$ cat src/rtl/fetch_unit_pkg.sv
// fetch_unit_pkg: shared definitions for the instruction fetch stage.
//   - Address/word widths, in-flight limit
//   - Fetch FSM state type
//   - word_align(): clear the byte-offset bits of an address
package fetch_unit_pkg;

  localparam int unsigned RISCV_ADDR_WIDTH = 32;
  localparam int unsigned RISCV_WORD_WIDTH = 32;
  localparam int unsigned RISCV_FETCH_MAX_OUTSTANDING = 2;

  typedef enum logic {
    FETCH_BOOT,
    FETCH_RUN
  } fetch_state_e;

  function automatic logic [RISCV_ADDR_WIDTH-1:0] word_align(
    input logic [RISCV_ADDR_WIDTH-1:0] addr
  );
    return {addr[RISCV_ADDR_WIDTH-1:2], 2'b00};
  endfunction

endpackage

$ cat src/rtl/fetch_unit_fifo.sv
// fetch_fifo: 2-entry synchronous skid FIFO of {address, data} pairs.
//   clk, rst_n            clock, asynchronous active-low reset
//   push_i, push_addr_i,
//   push_data_i           write an entry
//   pop_i                 drop the head entry
//   flush_i               empty the FIFO (wins over push/pop)
//   head_addr_o/data_o    head entry contents
//   empty_o, count_o      occupancy
// Push into a full FIFO without a pop is never requested by the fetch unit.
module fetch_fifo
  import fetch_unit_pkg::*;
(
  input  logic                        clk,
  input  logic                        rst_n,
  input  logic                        push_i,
  input  logic [RISCV_ADDR_WIDTH-1:0] push_addr_i,
  input  logic [RISCV_WORD_WIDTH-1:0] push_data_i,
  input  logic                        pop_i,
  input  logic                        flush_i,
  output logic [RISCV_ADDR_WIDTH-1:0] head_addr_o,
  output logic [RISCV_WORD_WIDTH-1:0] head_data_o,
  output logic                        empty_o,
  output logic [1:0]                  count_o
);

  logic [RISCV_ADDR_WIDTH-1:0] r_addr_mem [2];
  logic [RISCV_WORD_WIDTH-1:0] r_data_mem [2];
  logic                        r_wptr;
  logic                        r_rptr;
  logic [1:0]                  r_count;

  always_ff @(posedge clk or negedge rst_n) begin
    if (!rst_n) begin
      r_wptr  <= 1'b0;
      r_rptr  <= 1'b0;
      r_count <= 2'd0;
    end else if (flush_i) begin
      r_wptr  <= 1'b0;
      r_rptr  <= 1'b0;
      r_count <= 2'd0;
    end else begin
      if (push_i) r_wptr <= ~r_wptr;
      if (pop_i)  r_rptr <= ~r_rptr;
      r_count <= r_count + {1'b0, push_i} - {1'b0, pop_i};
    end
  end

  always_ff @(posedge clk or negedge rst_n) begin
    if (!rst_n) begin
      r_addr_mem[0] <= '0;
      r_addr_mem[1] <= '0;
      r_data_mem[0] <= '0;
      r_data_mem[1] <= '0;
    end else if (push_i && !flush_i) begin
      r_addr_mem[r_wptr] <= push_addr_i;
      r_data_mem[r_wptr] <= push_data_i;
    end
  end

  assign head_addr_o = r_addr_mem[r_rptr];
  assign head_data_o = r_data_mem[r_rptr];
  assign empty_o     = (r_count == 2'd0);
  assign count_o     = r_count;

endmodule

$ cat src/rtl/fetch_unit.sv
// fetch_unit: instruction fetch stage feeding the realign buffer.
//   clk, rst_n                 clock, asynchronous active-low reset
//   redirect_i/addr_i          one-cycle restart request and new (halfword) PC
//   imem_req_o/addr_o          word-aligned fetch request, held until granted
//   imem_gnt_i                 request accepted
//   imem_rvalid_i/rdata_i      in-order response
//   buf_write_en_o, buf_instr_o, buf_addr_o   word handed to realign buffer
//   buf_full_i                 realign buffer cannot accept a word
//   buf_flush_o                reset realign buffer indices (on redirect)
//   buf_skip_half_o            first word after redirect starts at upper half
module fetch_unit
  import fetch_unit_pkg::*;
#(
  parameter logic [31:0] BOOT_ADDR       = 32'h0000_0000,
  parameter int unsigned MAX_OUTSTANDING = RISCV_FETCH_MAX_OUTSTANDING
) (
  input  logic                        clk,
  input  logic                        rst_n,
  input  logic                        redirect_i,
  input  logic [RISCV_ADDR_WIDTH-1:0] redirect_addr_i,
  output logic                        imem_req_o,
  output logic [RISCV_ADDR_WIDTH-1:0] imem_addr_o,
  input  logic                        imem_gnt_i,
  input  logic                        imem_rvalid_i,
  input  logic [RISCV_WORD_WIDTH-1:0] imem_rdata_i,
  output logic                        buf_write_en_o,
  output logic [RISCV_WORD_WIDTH-1:0] buf_instr_o,
  output logic [RISCV_ADDR_WIDTH-1:0] buf_addr_o,
  input  logic                        buf_full_i,
  output logic                        buf_flush_o,
  output logic                        buf_skip_half_o
);

  localparam logic [RISCV_ADDR_WIDTH-1:0] BootPc = {BOOT_ADDR[31:2], 2'b00};

  fetch_state_e                r_state;
  logic [RISCV_ADDR_WIDTH-1:0] r_fetch_pc;
  logic [RISCV_ADDR_WIDTH-1:0] r_resp_addr;
  logic [1:0]                  r_outstanding;
  logic [1:0]                  r_discard;
  logic                        r_skip_pending;

  logic                        w_fifo_empty;
  logic [1:0]                  w_fifo_count;
  logic [RISCV_ADDR_WIDTH-1:0] w_head_addr;
  logic [RISCV_WORD_WIDTH-1:0] w_head_data;
  logic [2:0]                  w_inflight_sum;
  logic                        w_grant;
  logic                        w_push;
  logic [1:0]                  w_outstanding_d;
  logic                        w_unused;

  assign w_unused = redirect_addr_i[0];

  // Stale responses still awaiting drop count against the budget as well,
  // which is what keeps the 2-entry FIFO from overflowing.
  assign w_inflight_sum = {1'b0, r_outstanding} + {1'b0, w_fifo_count} + {1'b0, r_discard};
  assign imem_req_o     = (r_state == FETCH_RUN) &&
                          ({29'd0, w_inflight_sum} < MAX_OUTSTANDING);
  assign imem_addr_o    = r_fetch_pc;
  assign w_grant        = imem_req_o && imem_gnt_i;

  // A response landing in the redirect cycle belongs to the old stream.
  assign w_push = imem_rvalid_i && (r_discard == 2'd0) && !redirect_i;

  always_comb begin
    w_outstanding_d = r_outstanding;
    if (w_grant && !imem_rvalid_i) begin
      w_outstanding_d = r_outstanding + 2'd1;
    end else if (!w_grant && imem_rvalid_i) begin
      w_outstanding_d = r_outstanding - 2'd1;
    end
  end

  assign buf_write_en_o  = !w_fifo_empty && !buf_full_i && !redirect_i;
  assign buf_instr_o     = w_head_data;
  assign buf_addr_o      = w_head_addr;
  assign buf_flush_o     = redirect_i;
  assign buf_skip_half_o = r_skip_pending && buf_write_en_o;

  always_ff @(posedge clk or negedge rst_n) begin
    if (!rst_n) begin
      r_state        <= FETCH_BOOT;
      r_fetch_pc     <= BootPc;
      r_resp_addr    <= BootPc;
      r_outstanding  <= 2'd0;
      r_discard      <= 2'd0;
      r_skip_pending <= 1'b0;
    end else begin
      unique case (r_state)
        FETCH_BOOT: r_state <= FETCH_RUN;
        FETCH_RUN:  r_state <= FETCH_RUN;
      endcase

      r_outstanding <= w_outstanding_d;

      if (redirect_i) begin
        // Everything still in flight (including a grant this cycle) is stale.
        r_discard      <= w_outstanding_d;
        r_fetch_pc     <= word_align(redirect_addr_i);
        r_resp_addr    <= word_align(redirect_addr_i);
        r_skip_pending <= redirect_addr_i[1];
      end else begin
        if (w_grant) r_fetch_pc <= r_fetch_pc + 32'd4;
        if (w_push)  r_resp_addr <= r_resp_addr + 32'd4;
        if (imem_rvalid_i && (r_discard != 2'd0)) r_discard <= r_discard - 2'd1;
        if (buf_write_en_o) r_skip_pending <= 1'b0;
      end
    end
  end

  fetch_fifo u_fifo (
    .clk         (clk),
    .rst_n       (rst_n),
    .push_i      (w_push),
    .push_addr_i (r_resp_addr),
    .push_data_i (imem_rdata_i),
    .pop_i       (buf_write_en_o),
    .flush_i     (redirect_i),
    .head_addr_o (w_head_addr),
    .head_data_o (w_head_data),
    .empty_o     (w_fifo_empty),
    .count_o     (w_fifo_count)
  );

endmodule
$ cat config.mk
export PLATFORM = sky130hd
export DESIGN_NAME = fetch_unit
export DESIGN_NICKNAME = d
export VERILOG_FILES = /design/src/rtl/fetch_unit_pkg.sv /design/src/rtl/fetch_unit_fifo.sv /design/src/rtl/fetch_unit.sv
export SDC_FILE = /design/constraint.sdc
export NUM_CORES = 1
export LEC_CHECK = 0
export ABC_AREA = 1
export CORE_MARGIN = 1.5
export CORE_UTILIZATION = 55
export CTS_CLUSTER_SIZE = 16
export DETAILED_ROUTE_END_ITERATION = 8
export PLACE_DENSITY = 0.84
export SLEW_MARGIN = 20
export SYNTH_ARGS = -nofsm -noshare
export SYNTH_HDL_FRONTEND = slang
export SYNTH_HIERARCHICAL = 1
export SYNTH_SLANG_ARGS = --single-unit
$ cat constraint.sdc
create_clock -name clk -period 3.1 [get_ports clk]
set_input_delay 0.31 -clock clk [delete_from_list [all_inputs] [get_ports clk]]
set_output_delay 0.31 -clock clk [all_outputs]
set_load 0.01 [all_outputs]
; ---- After elaboration in Yosys (flattened, before gate mapping)
; Cells that the tools add are included.
[classes]
addsub = 9
magnitude_cmp = 4
n_mux = 25
n_bitwise = 4
n_reduce_logical = 24
[op_table]
columns = op, count
row1 = two-way mux 32 bit, 11
row2 = bitwise mux 64 bit, 2
row3 = "adder 32 x 3 -> 32 bit, second input constant", 2
row4 = demux 32 bit (select 1 bit), 1
row5 = logical AND 1 bit, 12
row6 = two-way mux 2 bit, 5
row7 = nonzero test 2 bit, 5
row8 = two-way mux 1 bit, 6
row9 = zero test 1 bit, 5
row10 = "greater-or-equal comparator 2 bit, second input constant", 2
row11 = zero test 2 bit, 2
row12 = NOT 1 -> 2 bit, 2
row13 = "subtractor 2 x 1 -> 2 bit, second input constant", 2
row14 = adder 2 x 2 -> 3 bit, 1
row15 = adder 3 x 2 -> 3 bit, 1
row16 = "less-than comparator 3 x 2 -> 1 bit, second input constant", 1
row17 = adder 2 x 1 -> 2 bit, 1
row18 = "adder 2 x 1 -> 2 bit, second input constant", 1
row19 = "less-than comparator 2 x 1 -> 1 bit, second input constant", 1
row20 = NOT 1 bit, 2
row21 = subtractor 2 x 1 -> 2 bit, 1
[totals]
regBits = 202
out_inout_bits = 100
word_cells = 79

; ---- Logic depth before layout (Yosys ltp)
[depth]
depth_word = 10
ltp_mapped = 14
mapped_depth_nobuf = 14

; ---- Hierarchy
; The synthesis kept the hierarchy.
[modules_own_cells]
columns = module, instances, cells_each, area_per_inst_um2, seq_area_each_um2
row1 = fetch_fifo, 1, 574, 6301.0, 3303.2
row2 = fetch_unit, 1, 713, 4694.5, 1651.6

; ---- Worst setup path before layout
; OpenSTA, ideal clock, no wires.
[synth_path]
path_type = flip-flop to flip-flop
startpoint = register r_outstanding[1]
endpoint = register r_fetch_pc[30], in the netlist imem_addr_o[30]
setup_ns = 0.125
arrival_time_ns = 2.081
t_required_ns = 2.975
slack_ns = 0.894
stages_incl_launch_ff = 14
period_less_slack_ns = 2.206
path_cell_list = dfrtp_1 > inv_1 > fa_1 > inv_1 > ha_1 > inv_1 > nand2_1 > nor2_1 > nand3_2 > nand2_2 > inv_2 > buf_2 > nand2_1 > nand3_1
[synth_via]
elab_chain_cells = 6
[synth_lines]
columns = item, line_no
row1 = from (decl), fetch_unit.sv:39  ; logic [1:0] r_outstanding;
row2 = from (signal assigned), fetch_unit.sv:95  ; r_outstanding <= w_outstanding_d;
row3 = adder 2 x 2 -> 3 bit, fetch_unit.sv:57  ; assign w_inflight_sum = {1'b0, r_outstanding} + {1'b0, w_fifo_count} + {1'b0, r_discard};
row4 = adder 3 x 2 -> 3 bit, fetch_unit.sv:57
row5 = less-than comparator 3 x 2 -> 1 bit, fetch_unit.sv:59  ; ({29'd0, w_inflight_sum} < MAX_OUTSTANDING);
row6 = logical AND 1 bit, fetch_unit.sv:58  ; assign imem_req_o = (r_state == FETCH_RUN) &&
row7 = logical AND 1 bit, fetch_unit.sv:61  ; assign w_grant = imem_req_o && imem_gnt_i;
row8 = nonzero test 2 bit (no line), --
row9 = to (signal assigned), fetch_unit.sv:84  ; r_fetch_pc <= BootPc;
row10 = to (signal assigned), fetch_unit.sv:100  ; r_fetch_pc <= word_align(redirect_addr_i);
row11 = to (signal assigned), fetch_unit.sv:104  ; if (w_grant) r_fetch_pc <= r_fetch_pc + 32'd4;
row12 = to (decl), fetch_unit.sv:37  ; logic [RISCV_ADDR_WIDTH-1:0] r_fetch_pc;
; No other way between the ends.
; A chain may end at the register's enable or synchronous reset.

; ---- Final worst setup path
[layout_path]
startpoint = register r_outstanding[1]
endpoint = output imem_req_o
[layout_via]
elab_chain_cells = 4
[layout_lines]
columns = item, line_no
row1 = adder 2 x 2 -> 3 bit, fetch_unit.sv:57
row2 = adder 3 x 2 -> 3 bit, fetch_unit.sv:57
row3 = less-than comparator 3 x 2 -> 1 bit, fetch_unit.sv:59
row4 = logical AND 1 bit, fetch_unit.sv:58
row5 = to (decl), fetch_unit.sv:21  ; output logic imem_req_o,
; No other way between the ends.

==> results.sh <==
export IMPL_wl_per_cell_um=14.6
export IMPL_syn_inst=1287
export IMPL_whs_ps=458
export IMPL_drt_iter0_markers=550
export IMPL_setup_viol=0
export IMPL_cts_resized_gates=0
export IMPL_ctsRootBufferMaster="clkbuf_16"
export IMPL_clkTransAtPathRegs_ps=60
export IMPL_slew_viol_final=0
export IMPL_synth_cell_types=38
export IMPL_max_slew_margin_pct=51.0
export IMPL_grt_util_all_layers_pct=25.1
export IMPL_fp_dieH_um=144
export IMPL_finalHoldViolCount=0
export IMPL_wirelength_um=25100
export IMPL_worstSkewPairLatency_ps=430
export IMPL_clock_fmax_mhz=357
export IMPL_synthTopCellsByArea="dfrtp_1, nand2_1, o21ai_2"
export IMPL_yosysWarnings=6
export IMPL_start_util_pct=56.3
export IMPL_drive_gt1_share_pct=17.3
export IMPL_ctsHoldBuffers=1
export IMPL_grt_pass1_wl_um=41100
export IMPL_rsz0062_at_grt="no"
export IMPL_die_area_um2=20800
export IMPL_clkSinkCount=198
export IMPL_p_sw_share_pct=34.3
export IMPL_core_area_um2=19500
export IMPL_clkPwrFrac_pct=21.3
export IMPL_reg2regPathDepth=12
export IMPL_outcome="completed"
export IMPL_clockBufferDepth=2
export IMPL_grt_ovfl_total=0
export IMPL_ios=170
export IMPL_antenna_found_initial=0
export IMPL_syn2layout_area_growth_pct=20.9
export IMPL_whs_path_depth=3
export IMPL_finClkSkew_ps=9.07
export IMPL_synth_seq_cells=198
export IMPL_critPathLaunchType="flip-flop"
export IMPL_htreeDepth=4
export IMPL_synth_enable_flop_cells=0
export IMPL_p_per_area_nw_per_um2=761
export IMPL_via_per_inst=5.17
export IMPL_drc=0
export IMPL_power_leakage_nw=6.28
export IMPL_post_cts_buffers=0
export IMPL_first_pass_iters=5
export IMPL_maxCapViolations=0
export IMPL_worst_ep_arrival_time_ps=2490
export IMPL_path_class="reg -> out"
export IMPL_worst_ir_drop_vdd_mv=0.362
export IMPL_tns_ps=0
export IMPL_dp_hpwl_um=17800
export IMPL_min_period_ps=2800
export IMPL_netlist_area_um2=11000
export IMPL_diodes=0
export IMPL_power_switching_w=0.00347
export IMPL_synth_area_leader_cell="dfrtp_1"
export IMPL_p_int_w=0.00665
export IMPL_timing_final_crit_share_pct=90.4
export IMPL_fin_nets=1517
export IMPL_seq_power_share_pct=39.8
export IMPL_grt_pass1_vias=8551
export IMPL_rows=51
export IMPL_vias=8878
export IMPL_numCtsBuffers=17
export IMPL_ys_async_sr_fraction_pct=100
export IMPL_worst_setup_path_end_kind="output pin"
export IMPL_p_comb_share_pct=38.9
export IMPL_timing_rr_start="r_outstanding[1]"
export IMPL_synth_top_area_share_pct=45.1
export IMPL_hp_start="redirect_i"
export IMPL_r2r_setup_slack_ps=720
export IMPL_cts_tree="built"
export IMPL_yosysSeqAreaShare_pct=45.1
export IMPL_worstPathMaxFanout=2
export IMPL_rr_endpoint="imem_addr_o[11]"
export IMPL_synth_flop_cell="dfrtp_1"
export IMPL_grt_max_degree=129
export IMPL_whs_endpoint="u_fifo/count_o[0]"
export IMPL_hold_path_class="in -> reg"
export IMPL_die_w_um=144
export IMPL_worst_pin_slew_ps=735
export IMPL_gp_congestion=0.964
export IMPL_place_port_buffers=166
export IMPL_crit_required_ps=2790
export IMPL_route_antenna_remaining_nets=0
export IMPL_avgSynthCellArea_um2=8.54
-- routing by layer --
layer  vias up  global-route usage, %  part of all wire [%]
li1       4387                      -                     -
met1      4147                   33.0                    44
met2       299                   41.6                    47
met3        45                   4.80                   6.3
met4         0                   9.14                   2.4
met5         -                      0                     0
-- kinds of logic after synthesis --
family                   share of synthesized area [%]
AO/OA/AOI/OAI                                     12.4
XOR/XNOR                                          2.79
adder cells (fa/ha/maj)                          0.979
buffers and inverters                             9.41
flip-flops                                        45.1
multiplexers                                      6.55
other                                           0.0683
AND/OR/NAND/NOR                                   22.7
-- cell type report --
class / count / area [um^2]
flip-flops and latches: 198 / 4960
inverters: 154 / 578
well taps: 265 / 332
clock buffers: 24 / 472
repair buffers: 180 / 1830
fillers: 1583 / 6240
clock inverters: 8 / 96.3
multi-input cells: 888 / 5020
-- layout by cell type (no fill, tap or decap), drive strengths merged --
cell and instances:
a22oi 1, o21bai 3, inv 155, nand4 8
clkbuf 25, buf 14, nor3 5, dlygate4sd3 1
o31ai 1, o21ai 155, a31oi 2, nor2 101
nand3b 4, xor2 29, o211ai 10, a21oi 10
clkinvlp 1, dfrtp 198, fa 1, ha 7
nand2 409, a21o 1, mux2 64, xnor2 6
conb 5, nand3 64, clkdlybuf4s50 164, clkinv 4
bufinv 2, and2 2
-- synth_stat cells, drive strengths merged (7+ instances only) --
| master | n |
|---|---|
| nand4 | 8 |
| ha | 7 |
| nand2 | 409 |
| o211ai | 10 |
| buf | 44 |
| nor2 | 101 |
| dfrtp | 198 |
| inv | 154 |
| nand3 | 64 |
| a21oi | 10 |
| mux2 | 64 |
| o21ai | 155 |
| xor2 | 29 |
-- per-stage QoR --
step	utilization, %	power, W	setup slack, ps	instances	area, um^2
2_1_floorplan	-	0.00630	894	1290	11000
3_3_place_gp	65.1	0.00783	753	1684	12700
3_5_place_dp	65.1	0.00798	691	1684	12700
4_1_cts	68.1	0.0102	272	1717	13300
5_1_grt	68.1	0.0108	158	1717	13300
6_report	68.1	0.0101	297	1717	13300
-- power by group through the flow --
stage	Clock [W]	Sequential (W)	Combinational [W]
CTS	0.00218	0.00401	0.00398
floorplan	0	0.00392	0.00238
global placement	0	0.00400	0.00383
detailed placement	0	0.00404	0.00394
finish	0.00215	0.00403	0.00393
global route	0.00229	0.00414	0.00439
-- state kept, by name, indices dropped and copies added, names as in the netlist --
signal	flops
u_fifo/r_wptr	1
r_outstanding	2
r_discard	2
u_fifo/r_addr_mem	64
r_skip_pending	1
r_resp_addr	30
u_fifo/count_o	2
imem_addr_o	30
u_fifo/r_data_mem	64
u_fifo/r_rptr	1
r_state	1
-- critical path, stage by stage, from the launching register on --
cell	delay, ps
dfrtp_1	340
inv_1	70
fa_1	530
inv_1	40
ha_1	270
inv_1	70
nand3_1	70
nor2_1	120
clkdlybuf4s50_1	550
-- worst max path at each step --
stage / startpoint / end / slack (ps) / cells past startpoint
finish: r_outstanding[1] / imem_req_o / 300 / 8
global route: u_fifo/count_o[1] / imem_req_o / 160 / 8
CTS: r_outstanding[1] / imem_req_o / 270 / 8
detailed placement: r_outstanding[1] / imem_addr_o[11] / 690 / 12
global placement: r_outstanding[1] / imem_addr_o[11] / 750 / 12
floorplan: r_outstanding[1] / imem_addr_o[30] / 890 / 13
No activity file was read; power rests on OpenSTA's default activity.
